<file path="config.mk">
export PLATFORM = sky130hd
export DESIGN_NAME = serial_subtractor
export DESIGN_NICKNAME = d
export VERILOG_FILES = /design/src/rtl/serial_subtractor.sv
export SDC_FILE = /design/constraint.sdc
export NUM_CORES = 1
export LEC_CHECK = 0
export CAP_MARGIN = 20
export CORE_UTILIZATION = 30
export DETAILED_ROUTE_END_ITERATION = 10
export RECOVER_POWER = 50
export REMOVE_ABC_BUFFERS = 1
export SLEW_MARGIN = 20
export SYNTH_ARGS = -nofsm -noshare
export SYNTH_HDL_FRONTEND = slang
export SYNTH_SLANG_ARGS = --single-unit
</file>
<file path="constraint.sdc">
create_clock -name clk -period 1.8 [get_ports clk]
set_clock_uncertainty 0.05 [all_clocks]
set_input_delay 0.45 -clock clk [delete_from_list [all_inputs] [get_ports clk]]
set_output_delay 0.45 -clock clk [all_outputs]
set_load 0.02 [all_outputs]
</file>
<file path="src/rtl/serial_subtractor.sv">
// serial_subtractor: bit-serial WIDTH-bit subtractor computing D = A - B - Bin
// and a borrow-out, one bit per clock, LSB first, through a single borrow flop.
// Operands arrive on a valid/ready handshake and results leave on another, so
// both the producer and the consumer may stall the block.
//
// Optional build macro: SERIAL_SUB_OVF_EN
//   When defined, adds output V, the signed two's-complement overflow of the
//   subtraction (borrow into MSB XOR borrow out of MSB), latched with Bout.
//   When undefined, port V does not exist and behaviour is otherwise identical.

module serial_subtractor #(
  parameter int WIDTH = 4
) (
  input  logic             clk,
  input  logic             rst,
  input  logic             in_valid,
  output logic             in_ready,
  input  logic [WIDTH-1:0] A,
  input  logic [WIDTH-1:0] B,
  input  logic             Bin,
  output logic             out_valid,
  input  logic             out_ready,
  output logic [WIDTH-1:0] D,
  output logic             Bout,
  output logic             busy
`ifdef SERIAL_SUB_OVF_EN
  ,
  output logic             V
`endif
);

  localparam int CW = $clog2(WIDTH + 1);
  localparam logic [CW-1:0] LAST_BIT = CW'(WIDTH - 1);

  typedef enum logic [1:0] {
    IDLE,
    RUN,
    DONE
  } state_t;

  state_t           state;
  logic [WIDTH-1:0] a_sh;
  logic [WIDTH-1:0] b_sh;
  logic [WIDTH-1:0] d_sh;
  logic             br;
  logic [CW-1:0]    cnt;
  logic             bit_a;
  logic             bit_b;
  logic             bit_d;
  logic             br_next;

  // One-bit full-subtractor slice on the current LSBs and the stored borrow.
  always_comb begin
    bit_a   = a_sh[0];
    bit_b   = b_sh[0];
    bit_d   = bit_a ^ bit_b ^ br;
    br_next = (~bit_a & bit_b) | (~(bit_a ^ bit_b) & br);
  end

  // Control FSM and datapath; outputs are registered so D/Bout hold steady
  // through DONE and keep the last result after returning to IDLE.
  always_ff @(posedge clk) begin
    if (rst) begin
      state     <= IDLE;
      in_ready  <= 1'b1;
      out_valid <= 1'b0;
      busy      <= 1'b0;
      a_sh      <= '0;
      b_sh      <= '0;
      d_sh      <= '0;
      br        <= 1'b0;
      cnt       <= '0;
      D         <= '0;
      Bout      <= 1'b0;
`ifdef SERIAL_SUB_OVF_EN
      V         <= 1'b0;
`endif
    end else begin
      case (state)
        IDLE: begin
          if (in_valid) begin
            a_sh     <= A;
            b_sh     <= B;
            br       <= Bin;
            cnt      <= '0;
            state    <= RUN;
            in_ready <= 1'b0;
            busy     <= 1'b1;
          end
        end

        RUN: begin
          a_sh <= a_sh >> 1;
          b_sh <= b_sh >> 1;
          br   <= br_next;
          d_sh <= {bit_d, d_sh[WIDTH-1:1]};
          cnt  <= cnt + CW'(1);
          if (cnt == LAST_BIT) begin
            state     <= DONE;
            busy      <= 1'b0;
            out_valid <= 1'b1;
            D         <= {bit_d, d_sh[WIDTH-1:1]};
            Bout      <= br_next;
`ifdef SERIAL_SUB_OVF_EN
            V         <= br ^ br_next;
`endif
          end
        end

        DONE: begin
          if (out_ready) begin
            state     <= IDLE;
            out_valid <= 1'b0;
            in_ready  <= 1'b1;
          end
        end

        default: begin
          state     <= IDLE;
          in_ready  <= 1'b1;
          out_valid <= 1'b0;
          busy      <= 1'b0;
        end
      endcase
    end
  end

endmodule

</file>
; ---- Word-level counts from Yosys, hierarchy flattened
; Index checks and enable logic that the tools add are counted.
[op_classes]
addsub = 1
n_eq_ne = 6
muxes = 21
bitwise = 10
n_reduce_logical = 8
[op_table]
columns = operator, n
row1 = 4-bit case mux with 2 select lines, 2
row2 = 3-bit AND reduction, 4
row3 = 1-bit case mux with 3 select lines, 3
row4 = 4-bit 2-to-1 mux, 2
row5 = 1-bit 2-to-1 mux, 7
row6 = 2-bit 2-to-1 mux, 3
row7 = 2-bit != test (second input constant), 3
row8 = 2-bit case mux with 3 select lines, 1
row9 = 3-bit case mux with 2 select lines, 1
row10 = 1-bit NOT, 5
row11 = 2-bit AND reduction, 2
row12 = 3-bit by 1-bit adder with 3-bit output (second input constant), 1
row13 = 3-bit by 2-bit == test with 1-bit output (second input constant), 1
row14 = 3-bit 2-to-1 mux, 1
row15 = 1-bit AND, 2
row16 = 2-bit by 1-bit == test with 1-bit output (second input constant), 1
row17 = 2-bit == test (second input constant), 1
row18 = 2-bit zero test, 1
row19 = 1-bit case mux with 2 select lines, 1
row20 = 2-bit nonzero test, 1
row21 = 1-bit bitwise XOR, 2
row22 = 1-bit OR, 1
[totals]
reg_bits = 26
in_bits = 13
out_inout_bits = 8
word_cells = 57

; ---- Depth between registers and ports, before layout
; Gate-level depths: netlist of the first run.
[depth]
ltp_word = 5
mapped_depth = 6
ltp_nobuf = 5

; ---- Worst setup path before layout of the first run
; No wires, ideal clock.
[synth_path]
path_type = reg2reg
startpoint = register cnt[0]
endpoint = register Bout
setup_ns = 0.121
t_arrival_ns = 1.183
t_required_ns = 1.629
path_slack_ns = 0.446
stages_incl_launch_ff = 7
path_buffers = 1
period_less_slack_ns = 1.354
path_cell_list = dfxtp_1 > ha_1 > ha_1 > clkbuf_1 > nand3b_2 > nor2_1 > nor3_2
[synth_between]
elab_chain_cells = 2
[synth_lines]
columns = item, line
row1 = from (decl), 46  ; logic [CW-1:0] cnt;
row2 = from (signal assigned), 97  ; cnt <= cnt + CW'(1);
row3 = 3-bit by 2-bit == test with 1-bit output, 98  ; if (cnt == LAST_BIT) begin
row4 = 2-bit AND reduction (no source line), --
row5 = to (signal assigned), 103  ; Bout <= br_next;
row6 = to (decl), 24  ; output logic Bout,
; Every way passes these cells.
; A chain may end at the register's enable or synchronous reset.

; ---- Final worst setup path of the first run
[layout_path]
startpoint = register busy
endpoint = output busy
[layout_rtl]
columns = item, line
row1 = from (decl), 25  ; output logic busy
row2 = from (signal assigned), 67  ; busy <= 1'b0;
row3 = from (signal assigned), 88  ; busy <= 1'b1;
row4 = from (signal assigned), 100  ; busy <= 1'b0;
; No word-level cell between the ends.

==> impl_metrics.toml, run 1 <==
[placed_design]
dp_slack_ns = -0.0210
dp_hpwl_mm = 1.66
place_area_um2 = 1390
port_buffers = 20
place.gp.congestion = 0.696

[yosys]
yosys_warnings = 0
synth.distinct_cells = 35
syn_inst = 122
avgSynthCellArea_um2 = 9.32
yosys_most_used_dff = "dfxtp_1"
synthTopCellsByArea = "dfxtp_1, a21oi_1, nor2_1"
syn_area_um2 = 1140
synth-seq-cells = 25
synthTopCellsByCount = "dfxtp_1, nor2_1, a21oi_1"
synth_top_area_frac = 0.440
synth_edf_count = 0
synth_area_leader_cell = "dfxtp_1"
async_flop_share = 0
yosysSeqAreaShare = 0.440
synth.most_common_cell = "dfxtp_1"

[pwr]
switching_power_uw = 278
p_sw_frac = 0.251
seq_power_share = 0.547
power.density_nw_per_um2 = 781
leakage_nw = 0.503
internal_power_uw = 828
combPwrFrac = 0.156
power.share.clock = 0.297
vdd_drop_max_mv = 0.481

[sta]
period_needed_ns = 1.74
setup_viol = 0
fmax_mhz = 574
fin_ws_ns = 0.0592
finalCritPeriodShare = 0.967
hold_violations = 0
slew_viol_final = 0
rsz0062_at_grt = "no"
slew_headroom = 0.653
worst_slew_pin_slew_ns = 0.520

[route]
dr.pass1.iters = 4
drt-initial-drc-count = 24
via_per_inst = 4.81
wl_mm = 2.24
vias = 918
drc_errors = 0
ant_nets = 0
post_drt_wl_per_cell_um = 11.7

[grt]
grt_use_total = 0.115
grt_first_pass_wirelength_mm = 3.65
grt_max_degree = 18
antenna_found_initial = 0
overflow = 0
grt_pass1_vias = 835

[layout]
fin_nets = 160
design_area_um2 = 1420
antenna_cells = 0
drive_gt1_frac = 0.126
area_delta_synth_final_pct = 24.6

[critical_path]
crit_path_max_incr_delay_ns = 0.61
crit_type = "reg2out"
crit_family = "buffers and inverters"
critPathCaptureType = "output pin"
cp_cell_sequence = "clkdlybuf4s50_1"
worstPathRequired_ns = 1.30
crit_arrival_ns = 1.24
crit_fanout = 3
crit_slowest_cell = "clkdlybuf4s50_1"
start_kind = "register"
critPathBufInv = 1

[floorplanning]
rows = 22
initial_core_util = 0.311
die_w_um = 63.6
core_um2 = 3660
ios = 21
die_height_um = 63.6
dieArea_um2 = 4040

[clocking]
cts_tree = "built"
path_clk_slew_ns = 0.08
numClockSinks = 25
cts_buffers = 3
htree_levels = 1
clockBufferDepth = 2
clk_latency_ns = 0.27
cts_root_buf = "clkbuf_8"
cts_setup_buffers = 0

[hold_path]
min_path_type = "reg2reg"

[status]
status = "finished clean"

[flow_run]
drv_cap = 0
repair_timing:
action / in CTS / in global routing
hold buffers: 0 / 0
resized for setup: 0 / 1
setup endpoints to repair: 0 / 1
layout by cell type (no fill, tap or decap):
master and n:
or3b_1 1, nor2b_1 2, nor3b_1 1, or2b_2 1, mux2i_1 4, fa_1 1, inv_1 6, nand3b_1 2
o21bai_2 1, a211oi_2 3, o41ai_1 1, o21ba_1 1, buf_4 4, o32a_1 1, nand2_1 10, nand3b_2 1
o21bai_1 1, nor3_2 1, clkbuf_1 4, clkdlybuf4s50_1 17, nor2_1 16, a2bb2oi_1 1, a22oi_1 1, dfxtp_1 25
a211oi_1 1, clkbuf_8 3, dlygate4sd3_1 2, a2111oi_2 1, nand3_1 4, a21oi_1 13, o21ai_1 3, ha_1 2
nor3_1 1, nor4_2 3, nor4b_1 4
power groups by stage:
stage / combinational (mW) / clock [mW] / sequential, mW
after CTS: 0.177 / 0.338 / 0.605
after floorplan: 0.0866 / 0 / 0.624
after global placement: 0.171 / 0 / 0.617
final: 0.173 / 0.328 / 0.605
after global routing: 0.190 / 0.358 / 0.609
after detailed placement: 0.177 / 0 / 0.618
cell families after synthesis:
| kind of cell | synth area share |
|---|---|
| simple gates | 0.237 |
| compound gates | 0.179 |
| flops | 0.440 |
| buf+inv | 0.0693 |
| mux | 0.0352 |
| fa+ha+maj | 0.0396 |
flip-flops by register name, summed over array words and instances, names as in the netlist:
register,count
D,4
a_sh,4
b_sh,4
cnt,3
d_sh,3
state,2
Bout,1
br,1
busy,1
in_ready,1
out_valid,1
worst paths after layout:
kind           from  endpoint  slack [ns]  cells after the start
min reg2reg    D[0]      D[0]        0.41                      2
max            busy      busy        0.06                      1
min            D[0]      D[0]        0.41                      2
max reg2reg  cnt[0]      Bout        0.28                      5
final cells by class:
class / instances / area (µm²)
clock buffers: 4 / 45.0
fillers: 378 / 2240
inverters: 6 / 22.5
multi-input cells: 82 / 558
flip-flops and latches: 25 / 500
well taps: 48 / 60.1
repair buffers: 26 / 231
per-stage QoR:
step / std cells / hold slack [ns] / TNS [ns] / power [mW] / utilization
2_1_floorplan: 113 / 0.381 / 0 / 0.711 / -
3_3_place_gp: 187 / 0.395 / 0 / 0.787 / 0.379
3_5_place_dp: 187 / 0.400 / -0.0570 / 0.795 / 0.379
4_1_cts: 191 / 0.412 / 0 / 1.12 / 0.391
5_1_grt: 191 / 0.442 / 0 / 1.16 / 0.387
6_report: 191 / 0.411 / 0 / 1.11 / 0.387
per-layer routing:
layer | GRT usage | wire length [µm] | vias to the layer above
li1 | - | - | 467
met1 | 0.135 | 1000 | 425
met2 | 0.199 | 1120 | 22
met3 | 0.0326 | 96 | 4
met4 | 0.0341 | 23 | 0
met5 | 0 | 0 | -
(Power assumes the default switching activity.)
==> run 2: changes to the inputs <==
Settings changed: TNS_END_PERCENT set to 10.
==> results of run 2 <==
Same layout as run 1: the final DEF is identical, and so are final timing and power.
==> patch (flow settings as in run 1) <==
Change the parameter `WIDTH` from 4 to 2.
--- a/src/rtl/serial_subtractor.sv
+++ b/src/rtl/serial_subtractor.sv
@@ -9,7 +9,7 @@
 //   When undefined, port V does not exist and behaviour is otherwise identical.
 
 module serial_subtractor #(
-  parameter int WIDTH = 4
+  parameter int WIDTH = 2
 ) (
   input  logic             clk,
   input  logic             rst,
Ports: changed (resized A, B and D); port bits go from 21 to 15. The function was not compared with the original's and may differ.
==> patch against run 1 <==
Area after synthesis down 38%. Largest cell class unchanged. Design area is 35% lower. Hold slack got worse by 0.00069 ns. Sequential cell count down 9. Worst setup slack lost 0.0071 ns. Combinational power down 6%. Routed wire length decreased by 38%. Power shrank 28%. Die area decreased by 37%. Largest power group unchanged. Utilization is 3.2 points higher.
==> patch: results (changes against run 1) <==
.. list-table::
   :header-rows: 1

   * - Metric
     - Value
   * - Power dissipated in the clock network
     - 237 uW (-28%)
   * - Number of unique standard cell types used by synthesis
     - 28 (-20%)
   * - Maximum ir drop on the vdd rail
     - 0.0006783 V (+41%)
   * - Grt met2 use
     - 0.2133 (+0.01387)
   * - Global routing usage on met3
     - 0.05455 (+0.02194)
   * - Gpl congestion
     - 0.7051 (+1.3%)
   * - Result of the run
     - complete, no violations
   * - Routed metal-1 wire length
     - 669 um (-33%)
   * - First-pass GRT wire length
     - 2339 um (-36%)
   * - Leading post-synthesis cells by cell area
     - sky130_fd_sc_hd__dfxtp_1 (46%), sky130_fd_sc_hd__a21oi_1 (7.1%), sky130_fd_sc_hd__nor2_1 (5.9%)
   * - Layout Nets
     - 108 (-33%)
   * - Seq/Total Area, Yosys
     - 0.4555 (+0.01547)
   * - Most used standard cells in the synthesized netlist
     - sky130_fd_sc_hd__dfxtp_1 (16), sky130_fd_sc_hd__nor2_1 (11), sky130_fd_sc_hd__a21oi_1 (10)
   * - Clock slew seen by the registers of the worst setup and hold paths
     - 0.10 ns (+0.02 ns)
   * - Layout cells sized above 1
     - 0.09375 (-0.03212)
   * - DR vias/cell
     - 4.685 (-2.5%)
   * - Total routing usage reported by global routing
     - 0.1263 (+0.01141)
   * - Number of DRC markers after the initial detailed-route iteration
     - 9 (-63%)
   * - Crit-path max FO
     - 2 (-1)
   * - Reported net switching power
     - 210.2 uW (-24%)
   * - Met3 WL post-DR
     - 57 um (-41%)
   * - Half-perimeter wire length of the detailed placement result
     - 1021 um (-39%)
   * - Root Buffer
     - sky130_fd_sc_hd__clkbuf_4
   * - Max-Slew Margin vs Limit
     - 0.7374 (+0.08432)
   * - Largest net degree at the start of global routing
     - 17 (-1)
   * - Buffers on Ports
     - 14 (-30%)
   * - Via count of the first global-routing pass
     - 539 (-35%)
   * - Wire length reported by the detailed router
     - 1396 um (-38%)
   * - Avg Cell Area, Syn
     - 9.015 um^2 (-3.3%)
   * - Leak Pwr
     - 0.0003881 uW (-23%)
==> patch: cell count changes after synthesis, moves of 3 or more <==
cell and change:
sky130_fd_sc_hd__nor4_2 -3, sky130_fd_sc_hd__a211oi_2 -3, sky130_fd_sc_hd__nand2b_1 +3, sky130_fd_sc_hd__dfxtp_1 -9
sky130_fd_sc_hd__nor2_1 -5, sky130_fd_sc_hd__nor4b_1 -4, sky130_fd_sc_hd__nand2_1 -7, sky130_fd_sc_hd__a21oi_1 -3
sky130_fd_sc_hd__o21ai_1 -3
==> patch: final timing paths <==
kind	from	to	slack (ns)	depth (start not counted)
hold reg to reg	D[1]	D[1]	0.41	2
hold / removal	D[1]	D[1]	0.41	2
setup / recovery	Bout	Bout	0.05	1
setup reg to reg	b_sh[0]	Bout	0.50	3
==> patch: cell type report <==
class                           instances  area (um^2)
Multi-Input combinational cell         51        331.6
Fill cell                             230         1285
Timing Repair Buffer                   19        181.4
Sequential cell                        16        320.3
Clock buffer                            4        36.28
Tap cell                               28        35.03
Inverter                                6        22.52
==> patch: cells by family (layout without fill, tap and decap cells) <==
logic type                 count (synthesis)  count (layout)  synth area share
buffers and inverters                     11              29           0.06762
adders and majority gates                  2               2           0.04626
muxes                                      2               2           0.02847
AOI/OAI and AO/OA                         23              23            0.2402
DFF                                       16              16            0.4555
and+or+nand+nor                           24              24            0.1619
==> patch: stage by stage <==
step	total power (uW)	hold WS, ns
after floorplan	499.3	0.3868
after global placement	568.7	0.3960
after detailed placement	571.8	0.3976
after CTS	810.1	0.4120
after global routing	841.9	0.4527
final	794.9	0.4105
==> patch: worst min-delay path, cell delays in order, from the launching register on <==
cell,delay [ns]
sky130_fd_sc_hd__dfxtp_1,0.32
sky130_fd_sc_hd__nand2_1,0.05
sky130_fd_sc_hd__a21oi_1,0.05
